File: src/rtl/aes128_type_pkg.sv
// -----------------------------------------------------------------------------
// aes128_type_pkg
// Shared types and constants for the TinyQV AES-128 peripheral.
//   mode_t          : operation direction, latched per operation
//   round_phase_e   : phases of the iterative round sequencer
//   AES128_NUM_ROUNDS / AES128_NUM_BYTES : AES-128 geometry
// -----------------------------------------------------------------------------
package aes128_type_pkg;

   typedef enum logic {
      ENCRYPT = 1'b0,
      DECRYPT = 1'b1
   } mode_t;

   localparam int AES128_NUM_ROUNDS = 10;
   localparam int AES128_NUM_BYTES  = 16;

   typedef enum logic [3:0] {
      PH_IDLE   = 4'd0,
      PH_LOAD   = 4'd1,
      PH_KEYPRE = 4'd2,
      PH_ARK0   = 4'd3,
      PH_SHIFT  = 4'd4,
      PH_SUB    = 4'd5,
      PH_KEY    = 4'd6,
      PH_MIXARK = 4'd7,
      PH_DONE   = 4'd8
   } round_phase_e;

endpackage

File: src/rtl/aes128_round_ctrl.sv
// -----------------------------------------------------------------------------
// aes128_round_ctrl
// Iterative AES-128 round sequencer. Owns the phase FSM, the round counter and
// a shared step counter (S-box lane / pre-schedule step) and drives the Moore
// control strobes of the shared state/key datapath.
//
// Handshake: an operation is accepted on a clock edge where start_i=1 and
// ready_o=1 (IDLE). start_i at any other time is ignored. done_o pulses for one
// cycle when the result is valid; abort_i (any state except IDLE) returns to
// IDLE on the next edge with no done_o and has priority over every transition.
//
// Ports:
//   clk, rst        : clock, asynchronous active-high reset
//   start_i, mode_i : operation request and direction (latched on accept)
//   abort_i         : cancel the operation in progress
//   ready_o, busy_o, done_o, mode_o : status and latched mode
//   data_load_o, ark_only_o, shift_en_o, sbox_en_o, key_step_o, mix_ark_en_o :
//                     datapath strobes, exactly one active per working cycle
//   sbox_lane_o     : lane being substituted (0 when not in SubBytes)
//   key_fwd_o, rcon_idx_o : key schedule direction and rcon index (0 unused)
//   skip_mix_o      : qualifies mix_ark_en_o in the final round (ARK only)
//   round_o         : current round 0..10
//   state_o         : current phase, for observation
// -----------------------------------------------------------------------------
module aes128_round_ctrl
   import aes128_type_pkg::*;
#(
   parameter int SBOX_LANES = 4,
   parameter int LANE_W     = ((AES128_NUM_BYTES / SBOX_LANES) > 1) ?
                              $clog2(AES128_NUM_BYTES / SBOX_LANES) : 1
) (
   input  logic              clk,
   input  logic              rst,
   input  logic              start_i,
   input  mode_t             mode_i,
   input  logic              abort_i,
   output logic              ready_o,
   output logic              busy_o,
   output logic              done_o,
   output mode_t             mode_o,
   output logic              data_load_o,
   output logic              ark_only_o,
   output logic              shift_en_o,
   output logic              sbox_en_o,
   output logic [LANE_W-1:0] sbox_lane_o,
   output logic              key_step_o,
   output logic              key_fwd_o,
   output logic [3:0]        rcon_idx_o,
   output logic              mix_ark_en_o,
   output logic              skip_mix_o,
   output logic [3:0]        round_o,
   output round_phase_e      state_o
);

   localparam int         NSUB        = AES128_NUM_BYTES / SBOX_LANES;
   localparam logic [3:0] LAST_SUB    = 4'(NSUB - 1);
   localparam logic [3:0] LAST_PRE    = 4'(AES128_NUM_ROUNDS - 1);
   localparam logic [3:0] LAST_ROUND  = 4'(AES128_NUM_ROUNDS);
   localparam logic [3:0] RCON_MIRROR = 4'(AES128_NUM_ROUNDS + 1);

   round_phase_e state_q, state_d;
   mode_t        mode_q, mode_d;
   logic [3:0]   round_q, round_d;
   // Step counter: S-box lane in SUB, pre-schedule step in KEYPRE.
   logic [3:0]   cnt_q, cnt_d;

   always_ff @(posedge clk or posedge rst) begin
      if (rst) begin
         state_q <= PH_IDLE;
         mode_q  <= ENCRYPT;
         round_q <= 4'd0;
         cnt_q   <= 4'd0;
      end else begin
         state_q <= state_d;
         mode_q  <= mode_d;
         round_q <= round_d;
         cnt_q   <= cnt_d;
      end
   end

   always_comb begin
      state_d      = state_q;
      mode_d       = mode_q;
      round_d      = round_q;
      cnt_d        = cnt_q;
      ready_o      = 1'b0;
      busy_o       = 1'b0;
      done_o       = 1'b0;
      data_load_o  = 1'b0;
      ark_only_o   = 1'b0;
      shift_en_o   = 1'b0;
      sbox_en_o    = 1'b0;
      sbox_lane_o  = '0;
      key_step_o   = 1'b0;
      key_fwd_o    = 1'b0;
      rcon_idx_o   = 4'd0;
      mix_ark_en_o = 1'b0;
      skip_mix_o   = 1'b0;

      case (state_q)
         PH_IDLE: begin
            ready_o = 1'b1;
            if (start_i) begin
               state_d = PH_LOAD;
               mode_d  = mode_i;
               round_d = 4'd0;
               cnt_d   = 4'd0;
            end
         end
         PH_LOAD: begin
            busy_o      = 1'b1;
            data_load_o = 1'b1;
            cnt_d       = 4'd0;
            // Decrypt needs the last round key first: run the schedule forward.
            state_d     = (mode_q == ENCRYPT) ? PH_ARK0 : PH_KEYPRE;
         end
         PH_KEYPRE: begin
            busy_o     = 1'b1;
            key_step_o = 1'b1;
            key_fwd_o  = 1'b1;
            rcon_idx_o = cnt_q + 4'd1;
            if (cnt_q == LAST_PRE) begin
               cnt_d   = 4'd0;
               state_d = PH_ARK0;
            end else begin
               cnt_d = cnt_q + 4'd1;
            end
         end
         PH_ARK0: begin
            busy_o     = 1'b1;
            ark_only_o = 1'b1;
            round_d    = 4'd1;
            state_d    = PH_SHIFT;
         end
         PH_SHIFT: begin
            busy_o     = 1'b1;
            shift_en_o = 1'b1;
            cnt_d      = 4'd0;
            state_d    = PH_SUB;
         end
         PH_SUB: begin
            busy_o      = 1'b1;
            sbox_en_o   = 1'b1;
            sbox_lane_o = cnt_q[LANE_W-1:0];
            if (cnt_q == LAST_SUB) begin
               cnt_d   = 4'd0;
               state_d = PH_KEY;
            end else begin
               cnt_d = cnt_q + 4'd1;
            end
         end
         PH_KEY: begin
            busy_o     = 1'b1;
            key_step_o = 1'b1;
            key_fwd_o  = (mode_q == ENCRYPT);
            // Inverse schedule walks the rcon sequence backwards.
            rcon_idx_o = (mode_q == ENCRYPT) ? round_q : (RCON_MIRROR - round_q);
            state_d    = PH_MIXARK;
         end
         PH_MIXARK: begin
            busy_o       = 1'b1;
            mix_ark_en_o = 1'b1;
            skip_mix_o   = (round_q == LAST_ROUND);
            if (round_q == LAST_ROUND) begin
               state_d = PH_DONE;
            end else begin
               round_d = round_q + 4'd1;
               state_d = PH_SHIFT;
            end
         end
         PH_DONE: begin
            done_o  = 1'b1;
            state_d = PH_IDLE;
         end
         default: begin
            state_d = PH_IDLE;
            round_d = 4'd0;
            cnt_d   = 4'd0;
         end
      endcase

      if (abort_i && (state_q != PH_IDLE)) begin
         state_d = PH_IDLE;
         round_d = 4'd0;
         cnt_d   = 4'd0;
      end
   end

   assign mode_o  = mode_q;
   assign round_o = round_q;
   assign state_o = state_q;

endmodule

File: config.mk
export PLATFORM = sky130hd
export DESIGN_NAME = aes128_round_ctrl
export DESIGN_NICKNAME = d
export VERILOG_FILES = /design/src/rtl/aes128_type_pkg.sv /design/src/rtl/aes128_round_ctrl.sv
export SDC_FILE = /design/constraint.sdc
export NUM_CORES = 1
export LEC_CHECK = 0
export CAP_MARGIN = 20
export CORE_UTILIZATION = 30
export CTS_CLUSTER_DIAMETER = 120
export DETAILED_ROUTE_END_ITERATION = 6
export GPL_ROUTABILITY_DRIVEN = 1
export PLACE_DENSITY = 0.62
export SETUP_SLACK_MARGIN = 0.15
export SLEW_MARGIN = 10
export SYNTH_ARGS = -nofsm -noshare
export SYNTH_HDL_FRONTEND = slang
export SYNTH_SLANG_ARGS = --single-unit
File: constraint.sdc
create_clock -name clk -period 3.4 [get_ports clk]
set_clock_uncertainty 0.15 [all_clocks]
set_input_delay 0.34 -clock clk [delete_from_list [all_inputs] [get_ports clk]]
set_output_delay 0.34 -clock clk [all_outputs]
set_load 0.02 [all_outputs]
* After elaboration in Yosys (flattened, before gate mapping)
Index checks and enable logic that the tools add are counted.
Word-level totals: flip-flop bits (word level) 13, input bits 5, output and inout port bits 26, logic and storage cells 65
Cells by class: add/sub/neg operators 3, eq/ne operators 17, mux-type cells 29, bitwise logic cells 1, reduce and logical (&&, ||, !) cells 11
Operators with widths (count):
- $mux 4 | 12
- $pmux 4 s4 | 2
- $pmux 4 s8 | 1
- $eq 4x3->1 const B | 4
- $eq 4x2->1 const B | 3
- $eq 4x4->1 const B | 3
- $ne 3x3->1 const B | 4
- $mux 1 | 11
- $add 4x1->4 const B | 2
- $pmux 4 s2 | 1
- $reduce_or 7->1 | 1
- $reduce_and 3->1 | 2
- $reduce_or 6->1 | 1
- $eq 4x1->1 const B | 1
- $logic_not 4->1 | 1
- $ne 2x1->1 const B | 2
- $reduce_and 2->1 | 2
- $reduce_bool 4->1 | 1
- $reduce_or 4->1 | 1
- $sub 4x4->4 const A | 1
- $mux 2 | 1
- $pmux 1 s2 | 1
- $reduce_or 2->1 | 1
- $logic_and 1x1->1 | 1
- $not 1->1 | 1

* Depth between registers and ports, before layout
word-level depth 4, depth in mapped cells 7, mapped depth without buffers 7

* Worst setup path after synthesis
OpenSTA, ideal clock, no wires.
kind register to output, start reg state_q[0], in the netlist state_o[0], end out rcon_idx_o[2], arrival time 1.853 ns, data required time 2.910 ns, path slack 1.057 ns, cell stages (with the launch flop) 6, buffers on the path 3, cell sequence dfrtp_1 buf_6 clkbuf_1 or3b_1 clkbuf_1 a211oi_1
Between the ends: word-level cells in the longest chain between the ends 2
RTL lines:
- start: declaration | line aes128_round_ctrl.sv:61 | round_phase_e state_q, state_d;
- start signal: assignment | line aes128_round_ctrl.sv:74 | state_q <= state_d;
- $eq 4x3->1 or $eq 4x2->1 (tied branches) | line aes128_round_ctrl.sv:100 | case (state_q)
- $pmux 4 s2 (*) | line aes128_round_ctrl.sv:100
- end: declaration | line aes128_round_ctrl.sv:48 | output logic [3:0] rcon_idx_o,
Every way passes the cells marked *; elsewhere a longest branch is shown, timed or not.

* Final worst setup path
start reg state_q[1], in the netlist state_o[1], end out rcon_idx_o[2]
The elaborated chain is that of the path after synthesis.

==> impl_results.md <==
- GRT Overall Usage: 15.3%
- Met3 WL post-DR: 119 microns
- RSZ-0062 raised after global routing: false
- CTS hold repair buffers: 0
- Final hold violations: 0
- Post_cts resized: 0
- FILL cells: 357
- Slew Limit Fails: 0
- WS Path Type: flop to output pin
- DR vias/cell: 5.24
- Clock latency on the worst-skew pair: 0.28 ns
- Pleak: 0.566 nW
- Gate Count Post-Synth: 131
- Dpl hpwl: 2.05 mm
- Max-cap violation count: 0
- Yosys top cell by area: dfrtp_1
- Synthesis-to-finish area growth: 30.8%
- Die Y: 62.1 microns
- CTS tree: yes
- Async S/R FF share, synth: 100%
- Post-Route WL: 2.74 mm
- Slew HR: 47.1%
- CTS Buf Count: 3
- Vias in the first global route: 966
- Site row count: 21
- GP Congestion: 0.755
- CTS Buffer Depth: 2
- Post-synth EDFFs: 0
- Root buf cell: clkbuf_4
- Outcome: finished clean
- Seq/Total Area, Yosys: 30.1%
- Remaining antenna violation count: 0
- Yosys reg bits: 13
- Top Layer Used: met4
- Max frequency: 347 MHz
- Most numerous cell in the Yosys netlist: dfrtp_1
- TritonRoute pass-1 iters: 4
- Largest net degree at the start of global routing: 27
- Via Count: 1058
- Power density cells: 584 nW/um^2
- Initial antenna violation count: 0
- CP endpoint kind: output pin
- Synth Cell Area: 1080 sq um
- GRT Residual Overflow: 0
- Drt wl/cell: 13.6 microns
- # IOs: 31
- Post-CTS setup repair buffer count: 0
- CP Data Arrival Time: 2.39 ns
- Critical Path RT: 2.91 ns
- Total Power: 0.827 mW
- Synth top area share: 30.1%
- Post-layout net count: 167
- Antenna diode count: 0
- Final WS setup: 0.519 ns
- # clock sinks: 13
- First-pass GRT wire length: 4.31 mm
- Syn avg cell area: 8.26 sq um
- Peak VDD IR: 0.285 mV
- Synth Flop Type: dfrtp_1
- Ranking of synthesized cells by area: dfrtp_1, ha_1, nor2_1
- Die area: 3850 sq um
- CP max FO: 17
- Clock slew at reported path FFs: 0.09 ns
- H-tree depth: 1
- DRC violation total after the first TritonRoute iteration: 58
- Syn_nets: 141
- Core Area: 3390 sq um
- Metal-1 WL: 1.39 mm
- # DRC: 0
- Fin crit period: 2.88 ns
- Yosys warning count: 0
- Netlist cell types: 46
- Hold WC Path Type: primary input to async pin
- Final setup violation count: 0
- Met2 WL post-DR: 1.22 mm
- Measured slew at the worst slew-check pin: 0.794 ns
- Hold WS: 0.253 ns
- Startpoint Class: flop
- Period utilization: 84.7%
- TNS Setup: 0 ns
- Die X: 62.1 microns
- Share of layout cells above drive strength 1: 7.69%
- Initial core utilization: 31.9%
- Place WS: 0.859 ns
- Buffers on Ports: 30
- Most frequent cells after synthesis: dfrtp_1, nor2_1, nand2_1
## final cells by class
| type | instances | area, sq um | share of cell area (%) |
|---|---|---|---|
| timing repair buffer | 30 | 300 | 21.2 |
| clock inverter | 1 | 5.00 | 0.354 |
| multi-input combinational | 100 | 671 | 47.4 |
| clock buffer | 3 | 22.5 | 1.59 |
| sequential | 13 | 325 | 23.0 |
| inverter | 9 | 33.8 | 2.39 |
| tap | 46 | 57.6 | 4.07 |
## kinds of logic after synthesis
group	count (synthesis)	synth area share, %
AND/OR/NAND/NOR	56	30.1
AO/OA/AOI/OAI	32	20.1
buffers and inverters	18	7.98
flip-flops	13	30.1
XOR/XNOR	5	4.05
adder cells (fa/ha/maj)	5	5.78
multiplexers	2	1.97
## final timing paths
path	slack [ns]	from	end	depth (start not counted)
max	0.52	state_o[1]	rcon_idx_o[2]	3
min reg2reg	0.39	round_o[2]	round_o[2]	1
min	0.25	rst	round_o[0]	2
max reg2reg	1.17	state_o[2]	round_o[3]	4
max in group asynchronous	2.47	rst	round_o[3]	2
min in group clk	0.39	round_o[2]	round_o[2]	1
## cell usage in the layout (no fill, tap or decap), drive strengths merged, types with 2 or more instances in the layout
cell / n
a211o: 2
clkbuf: 3
nand3: 4
a21oi: 4
dfrtp: 13
and2: 5
o211ai: 2
a211oi: 3
nor3: 4
nand2: 13
a22oi: 2
nand2b: 3
o21ai: 11
nor4b: 3
nor4: 2
clkdlybuf4s50: 30
xor2: 5
inv: 9
nor2: 12
ha: 5
nor2b: 2
## power breakdown
part / switching [mW] / total [mW] / internal [mW]
Clock: 0.0554 / 0.0990 / 0.0436
Sequential: 0.0962 / 0.273 / 0.177
Combinational: 0.243 / 0.455 / 0.211
Total: 0.395 / 0.827 / 0.432
## through the flow
stage / area, sq um / instances / util (%)
floorplan: 1080 / 131 / -
global placement: 1390 / 198 / 40.9
detailed placement: 1390 / 198 / 40.9
CTS: 1420 / 202 / 41.7
global route: 1420 / 202 / 41.7
finish: 1420 / 202 / 41.7
## sequential cells by signal, indices dropped and copies added, names as in the netlist
name,cells
state_o,4
mode_o,1
cnt_q,4
round_o,4
## critical path, cell delays in order (launching register included)
cell,delay [ns]
dfrtp_1,0.68
or3b_1,0.51
a211oi_1,0.27
clkdlybuf4s50_1,0.65
## per-layer routing
layer  vias up  global-route usage (%)
met3         2                    3.31
met1       510                    21.2
met5         -                       0
met2        35                    24.2
met4         0                    3.81
li1        511                       -
No activity file was read; power rests on OpenSTA's default activity.
